--- src/rtl/mmu_pkg.sv ---
// Shared MMU constants and the page-fill state encoding.
// Used by the cache stage and by page_fill.
package mmu_pkg;

  localparam int MMU_PAGE_BITS = 10;
  localparam int MMU_SLOT_BITS = 2;
  localparam int MMU_ADDR_W    = 24;

  typedef enum logic [2:0] {
    ST_IDLE  = 3'd0,
    ST_REQ   = 3'd1,
    ST_WAIT  = 3'd2,
    ST_WRITE = 3'd3,
    ST_TAG   = 3'd4,
    ST_DONE  = 3'd5
  } fill_state_t;

endpackage

--- src/rtl/victim_rr.sv ---
// Round-robin victim pointer: steps to the next cache slot on each advance,
// wrapping naturally at the top of the counter.
module victim_rr
  import mmu_pkg::*;
#(
  parameter int SLOT_BITS = MMU_SLOT_BITS
) (
  input  logic                 i_clk,
  input  logic                 i_rst,
  input  logic                 i_advance,
  output logic [SLOT_BITS-1:0] o_ptr
);

  logic [SLOT_BITS-1:0] r_ptr;

  // Pointer register with synchronous reset to slot 0
  always_ff @(posedge i_clk) begin
    if (i_rst) begin
      r_ptr <= '0;
    end else if (i_advance) begin
      r_ptr <= r_ptr + SLOT_BITS'(1);
    end else begin
      r_ptr <= r_ptr;
    end
  end

  assign o_ptr = r_ptr;

endmodule

--- src/rtl/page_fill.sv ---
// Page fill engine: copies one page from backing memory into a cache slot
// byte by byte, then writes the tag entry and reports completion.
module page_fill
  import mmu_pkg::*;
#(
  parameter int PAGE_BITS = MMU_PAGE_BITS,
  parameter int SLOT_BITS = MMU_SLOT_BITS
) (
  input  logic                            fpgaClk,
  input  logic                            fpgaRst,
  input  logic                            missReq,
  input  logic [MMU_ADDR_W-PAGE_BITS-1:0] missPage,
  output logic                            busy,
  output logic                            fillDone,
  output logic                            memReq,
  output logic [MMU_ADDR_W-1:0]           memAddr,
  input  logic                            memAck,
  input  logic [7:0]                      memData,
  output logic                            sramWe,
  output logic [SLOT_BITS+PAGE_BITS-1:0]  sramAddr,
  output logic [7:0]                      sramData,
  output logic                            tagWe,
  output logic [SLOT_BITS-1:0]            tagSlot,
  output logic [MMU_ADDR_W-PAGE_BITS-1:0] tagPage
);

  localparam int PN_W = MMU_ADDR_W - PAGE_BITS;

  fill_state_t                   r_state, w_state_nxt;
  logic [PN_W-1:0]               r_page, w_page_nxt;
  logic [SLOT_BITS-1:0]          r_victim, w_victim_nxt, w_rr_ptr;
  logic [PAGE_BITS-1:0]          r_offset, w_offset_nxt;
  logic                          w_advance;

  logic                          r_busy, r_fill_done, r_mem_req, r_sram_we, r_tag_we;
  logic [MMU_ADDR_W-1:0]         r_mem_addr;
  logic [SLOT_BITS+PAGE_BITS-1:0] r_sram_addr;
  logic [7:0]                    r_sram_data;
  logic [SLOT_BITS-1:0]          r_tag_slot;
  logic [PN_W-1:0]               r_tag_page;

  assign w_advance = (r_state == ST_DONE);

  victim_rr #(.SLOT_BITS(SLOT_BITS)) u_victim_rr (
    .i_clk     (fpgaClk),
    .i_rst     (fpgaRst),
    .i_advance (w_advance),
    .o_ptr     (w_rr_ptr)
  );

  // Next-state and fill-context computation
  always_comb begin
    w_state_nxt  = r_state;
    w_page_nxt   = r_page;
    w_victim_nxt = r_victim;
    w_offset_nxt = r_offset;
    case (r_state)
      ST_IDLE: begin
        if (missReq) begin
          w_state_nxt  = ST_REQ;
          w_page_nxt   = missPage;
          w_victim_nxt = w_rr_ptr;
          w_offset_nxt = '0;
        end else begin
          w_state_nxt  = ST_IDLE;
        end
      end
      ST_REQ:   w_state_nxt = ST_WAIT;
      ST_WAIT: begin
        if (memAck) begin
          w_state_nxt = ST_WRITE;
        end else begin
          w_state_nxt = ST_WAIT;
        end
      end
      ST_WRITE: begin
        // The last offset goes straight to the tag write; offset is not wrapped.
        if (&r_offset) begin
          w_state_nxt  = ST_TAG;
        end else begin
          w_state_nxt  = ST_REQ;
          w_offset_nxt = r_offset + PAGE_BITS'(1);
        end
      end
      ST_TAG:   w_state_nxt = ST_DONE;
      ST_DONE:  w_state_nxt = ST_IDLE;
      default:  w_state_nxt = ST_IDLE;
    endcase
  end

  // State and fill-context registers
  always_ff @(posedge fpgaClk) begin
    if (fpgaRst) begin
      r_state  <= ST_IDLE;
      r_page   <= '0;
      r_victim <= '0;
      r_offset <= '0;
    end else begin
      r_state  <= w_state_nxt;
      r_page   <= w_page_nxt;
      r_victim <= w_victim_nxt;
      r_offset <= w_offset_nxt;
    end
  end

  // Outputs are registered from the next state so each lines up with its state's cycle
  always_ff @(posedge fpgaClk) begin
    if (fpgaRst) begin
      r_busy      <= 1'b0;
      r_fill_done <= 1'b0;
      r_mem_req   <= 1'b0;
      r_mem_addr  <= '0;
      r_sram_we   <= 1'b0;
      r_sram_addr <= '0;
      r_sram_data <= 8'h00;
      r_tag_we    <= 1'b0;
      r_tag_slot  <= '0;
      r_tag_page  <= '0;
    end else begin
      r_busy      <= (w_state_nxt != ST_IDLE);
      r_mem_req   <= (w_state_nxt == ST_REQ) || (w_state_nxt == ST_WAIT);
      r_sram_we   <= (w_state_nxt == ST_WRITE);
      r_tag_we    <= (w_state_nxt == ST_TAG);
      r_fill_done <= (w_state_nxt == ST_DONE);
      if (w_state_nxt == ST_REQ) begin
        r_mem_addr <= {w_page_nxt, w_offset_nxt};
      end
      if (w_state_nxt == ST_WRITE) begin
        r_sram_addr <= {r_victim, r_offset};
        r_sram_data <= memData;
      end
      if (w_state_nxt == ST_TAG) begin
        r_tag_slot <= r_victim;
        r_tag_page <= r_page;
      end
    end
  end

  assign busy     = r_busy;
  assign fillDone = r_fill_done;
  assign memReq   = r_mem_req;
  assign memAddr  = r_mem_addr;
  assign sramWe   = r_sram_we;
  assign sramAddr = r_sram_addr;
  assign sramData = r_sram_data;
  assign tagWe    = r_tag_we;
  assign tagSlot  = r_tag_slot;
  assign tagPage  = r_tag_page;

endmodule

--- config.mk ---
export PLATFORM = sky130hd
export DESIGN_NAME = page_fill
export DESIGN_NICKNAME = d
export VERILOG_FILES = /design/src/rtl/mmu_pkg.sv /design/src/rtl/victim_rr.sv /design/src/rtl/page_fill.sv
export SDC_FILE = /design/constraint.sdc
export NUM_CORES = 1
export LEC_CHECK = 0
export ABC_AREA = 1
export BUFFER_PORTS_ARGS = -buffer_cell sky130_fd_sc_hd__buf_2
export CAP_MARGIN = 20
export CELL_PAD_IN_SITES_DETAIL_PLACEMENT = 0
export CELL_PAD_IN_SITES_GLOBAL_PLACEMENT = 1
export CORE_MARGIN = 1
export CORE_UTILIZATION = 41
export DETAILED_ROUTE_END_ITERATION = 10
export GPL_ROUTABILITY_DRIVEN = 0
export HOLD_SLACK_MARGIN = 0.1
export PLACE_DENSITY_LB_ADDON = 0.15
export REMOVE_ABC_BUFFERS = 1
export SLEW_MARGIN = 10
export SYNTH_ARGS = -nofsm -noshare
export SYNTH_HDL_FRONTEND = slang
export SYNTH_HIERARCHICAL = 1
export SYNTH_SLANG_ARGS = --single-unit
export TNS_END_PERCENT = 30
--- constraint.sdc ---
create_clock -name fpgaClk -period 4.4 [get_ports fpgaClk]
set_input_delay 0.88 -clock fpgaClk [delete_from_list [all_inputs] [get_ports fpgaClk]]
set_output_delay 0.88 -clock fpgaClk [all_outputs]
set_load 0.01 [all_outputs]
### Word level (Yosys, flattened, before mapping)

Index checks and enable logic that the tools add are counted.

* add/sub/neg operators: 2
* equal/unequal tests: 10
* muxes and demuxes: 9
* reductions and logical operators: 5

Operators with widths (number)
* $mux W14: 2
* $mux W10: 2
* $pmux W10 S2: 1
* $pmux W3 S5: 1
* $eq A3 B2 Y1 const B: 4
* $eq A3 B3 Y1 const B: 4
* $add A10 B1 Y10 const B: 1
* $reduce_and A10 Y1: 1
* $eq A3 B1 Y1 const B: 2
* $logic_not A3 Y1: 1
* $mux W3: 1
* $reduce_bool A3 Y1: 1
* $add A2 B1 Y2 const B: 1
* $mux W1: 2
* $reduce_and A2 Y1: 1
* $logic_or A1 B1 Y1: 1

* flip-flop bits (word level): 96
* input port bits: 26
* output and inout port bits: 65
* logic and storage cells: 41

### Depth between registers and ports, before layout

* depth after elaboration: 5
* mapped depth: 10
* mapped depth without buffers: 10

### Cells and area by module

The synthesis kept the hierarchy.

Modules (own cells, without submodules)
* page_fill: instances 1, cells an instance 504, area each 3758.6 sq um, seq. area each 1881.8 sq um
* victim_rr: instances 1, cells an instance 11, area each 76.3 sq um, seq. area each 40.0 sq um

### Worst setup path before layout

OpenSTA, ideal clock, no wires.

* path kind: input-to-reg
* start: input port fpgaRst
* end: register r_sram_addr[0], in the netlist sramAddr[0]
* setup time: 0.065 ns
* arrival time: 1.781 ns
* data required time: 4.335 ns
* path slack: 2.554 ns
* cell stages on the path: 6
* path buffers: 3
* path through: clkbuf_1 inv_1 clkbuf_1 clkbuf_1 o21ai_0 nor2_1

RTL lines
* start: declaration: RTL line page_fill.sv:10 `input logic fpgaRst,`
* end signal: assignment: RTL line page_fill.sv:129 `r_sram_addr <= {r_victim, r_offset};`
* end: declaration: RTL line page_fill.sv:37 `logic [SLOT_BITS+PAGE_BITS-1:0] r_sram_addr;`

### Worst setup path after layout

* start: register r_offset[0]
* end: register r_mem_addr[6], in the netlist memAddr[6]

* word-level cells in the longest chain between the ends: 4
* elaborated cells between the ends (all ways): 7
* those cells by class: add/sub: 1; eq/ne: 1; mux: 4; reduce/logical: 1

Ends and longest elaborated chain
* start: declaration: RTL line page_fill.sv:32 `logic [PAGE_BITS-1:0] r_offset, w_offset_nxt;`
* start signal: assignment: RTL line page_fill.sv:102 `r_offset <= w_offset_nxt;`
* parallel branches: the longest is 4 deep, another holds $add A10 B1 Y10
* end signal: assignment: RTL line page_fill.sv:126 `r_mem_addr <= {w_page_nxt, w_offset_nxt};`
* end: declaration: RTL line page_fill.sv:36 `logic [MMU_ADDR_W-1:0] r_mem_addr;`

Parallel ways; which one is timed is not known.
A chain may end at the register's enable or synchronous reset.

==> impl_metrics.csv <==
group,metric,value,unit
run_status,run_status,"finished clean",
run,max_cap_viol_count,0,
yosys,synthTopCellsByCount,"103 x nor2_1, 97 x nand2_1, 96 x dfxtp_1",
sta,fmax,460,MHz
yosys,avgSynthCellArea,7.45,µm²
cts,cts_sinks,96,
place,io_buffers,90,
setup_path,path_class,"flip-flop to flip-flop",
yosys,yosysMostFrequentCell,"nor2_1",
yosys,syn_area,3830,µm²
floorplan,die_x,98.7,µm
floorplan,chipHeight,98.7,µm
yosys,yosys.area_share.simple,0.267,
final_layout,layout-drive-gt1-share,0.212,
place,dpl-instance-area,4310,µm²
yosys,synth_edf_count,0,
final_layout,post-route-util,0.505,
yosys,synth-compound-area-share,0.140,
power_and_ir_drop,p_per_area,389,nW/µm²
final_layout,nets,621,
min_path,hp-class,"flip-flop to flip-flop",
sta,holdWs,0.471,ns
sta,fin_skew,0.0153,ns
final_layout,final_cell_area,4490,µm²
power_and_ir_drop,power.total,1750,µW
yosys,synthArstFlopShare,0,
detailed_routing,routed_wl,8.46,mm
cts,ctsHoldBuffers,0,
detailed_routing,drc,0,
cts,cts_root_buffer,"clkbuf_8",
detailed_routing,ant_nets,0,
yosys,synth_fa_ha_area_frac,0.00326,
power_and_ir_drop,peakVddDrop,0.161,mV
power_and_ir_drop,p_leak,0.00219,µW
setup_path,critPathCaptureType,"flip-flop",
setup_path,worstPathRequired,4.66,ns
detailed_routing,drt-vias-per-instance,4.70,
final_layout,area_growth_syn_to_layout,17.2,%
yosys,synth_xor_area_frac,0,
sta,layout_min_cycle_time,2.17,ns
yosys,ys_seq_elements,96,
sta,setup_viol,0,
cts,tritoncts,"done",
grt,grt_pass1_wl,13.9,mm
cts,htreeDepth,3,
floorplan,dieArea,9740,µm²
floorplan,start_util,0.431,
floorplan,io-pin-count,91,
detailed_routing,drtIter0Drc,116,
yosys,synth_top_family_by_area,"simple AND/OR/NAND/NOR gates",
grt,grt_use_total,0.182,
yosys,synth_area_leaders,"dfxtp_1 50%, nor2_1 10%, nand2_1 9.5%",
yosys,netlist_instances,515,
yosys,synth.mux.area_fraction,0,
yosys,yosysWarnings,6,
setup_path,cp.arrival,2.43,ns
final_layout,n_antenna_cell,0,
grt,grt_overflow,0,
detailed_routing,wl_per_cell,12.0,µm
sta,grt_setup_unrepaired,"false",
floorplan,std_cell_rows,34,
sta,worstMarginPinSlew,0.586,ns
sta,drv_slew,0,
cts,cts_setup_buffers,0,
sta,timing.final.crit_share,0.494,
cts,cts.path.max_buffers,2,
sta,setup-tns-final,0,ns
cts,cts_inserted_buffers,9,
sta,worst_slew_margin_rel,0.608,
grt,antenna_found_initial,0,
detailed_routing,first_pass_iters,4,
yosys,seq_area_frac_synth,0.501,
cts,post_cts_resized,0,
yosys,ys_types,26,
yosys,synth_top_area_share,0.501,
yosys,synth_ff_type,"dfxtp_1",
setup_path,critPathLaunchType,"flip-flop",
place,dp_hpwl,5.59,mm
cts,clk_pin_slew_worst_paths,0.10,ns
cts,clk_latency,0.37,ns
grt,first_global_vias,2924,
grt,grt_max_degree,48,
setup_path,crit_path_max_fanout,23,
detailed_routing,vias,3322,
yosys,synth_largest_area_cell,"dfxtp_1",
sta,finalHoldViolCount,0,
floorplan,core_area,8890,µm²
[state kept, by name (all words and copies together), names as in the netlist]
register,cells
busy,1
fillDone,1
memAddr,24
memReq,1
r_offset,10
r_page,14
r_state,3
r_victim,2
sramAddr,12
sramData,8
sramWe,1
tagPage,14
tagSlot,2
tagWe,1
u_victim_rr/o_ptr,2
[cells by family (layout without fill, tap and decap cells)]
kind of cell / count (synthesis) / after routing
simple gates: 238 / 238
flops: 96 / 96
fa+ha+maj: 1 / 1
compound gates: 100 / 100
buf+inv: 80 / 164
[report_power, final]
group,leakage [µW],internal (µW),switching [µW]
Clock,0.0000887,222,312
Sequential,0.000783,927,28.6
Combinational,0.00132,98.2,160
Total,0.00219,1250,500
[worst max-delay path, stage by stage, from the launching register on]
cell,delay [ns]
dfxtp_1,0.43
ha_1,0.22
nand2_2,0.10
nor2_4,0.19
nand3_4,0.14
nor2_4,0.48
nor2_4,0.23
o21ai_0,0.21
nor2_1,0.06
[final cells by class]
class / count / area [µm²]
Inverter: 55 / 206
Multi-Input combinational cell: 339 / 1580
Tap cell: 108 / 135
Clock buffer: 10 / 138
Sequential cell: 96 / 1920
Fill cell: 928 / 4400
Clock inverter: 6 / 42.5
Timing Repair Buffer: 93 / 473
[layout by cell type, fill, tap and decap left out, types with 3 or more instances in the layout]
| cell | Yosys | layout |
|---|---|---|
| nor2_1 | 103 | 103 |
| nand2_1 | 97 | 97 |
| dfxtp_1 | 96 | 96 |
| buf_2 | 8 | 90 |
| inv_1 | 52 | 52 |
| o21ai_0 | 41 | 41 |
| a21oi_1 | 39 | 39 |
| nand3_1 | 19 | 19 |
| o21a_1 | 14 | 14 |
| clkbuf_8 | 0 | 10 |
| o21ai_1 | 6 | 6 |
| nor2_4 | 5 | 5 |
| inv_2 | 3 | 3 |
| buf_4 | 2 | 3 |
[metal layers]
metal / GRT usage / vias up / wire length, µm
li1: - / 1771 / -
met1: 0.240 / 1458 / 4100
met2: 0.282 / 83 / 3720
met3: 0.0461 / 10 / 491
met4: 0.0792 / 0 / 146
met5: 0 / - / 0
[per-stage QoR]
stage                     std cells  setup slack (ns)
after detailed placement        691              2.21
after global placement          691              2.26
after global routing            707              2.01
after CTS                       707              2.19
final                           707              2.23
after floorplan                 490              1.43
[final timing paths]
check               from          end  slack (ns)  cells past startpoint
max          r_offset[0]   memAddr[6]        2.23                      8
min          memAddr[17]  memAddr[17]        0.47                      2
max reg2reg  r_offset[0]   memAddr[6]        2.23                      8
min reg2reg  memAddr[17]  memAddr[17]        0.47                      2
(Power assumes the default switching activity.)
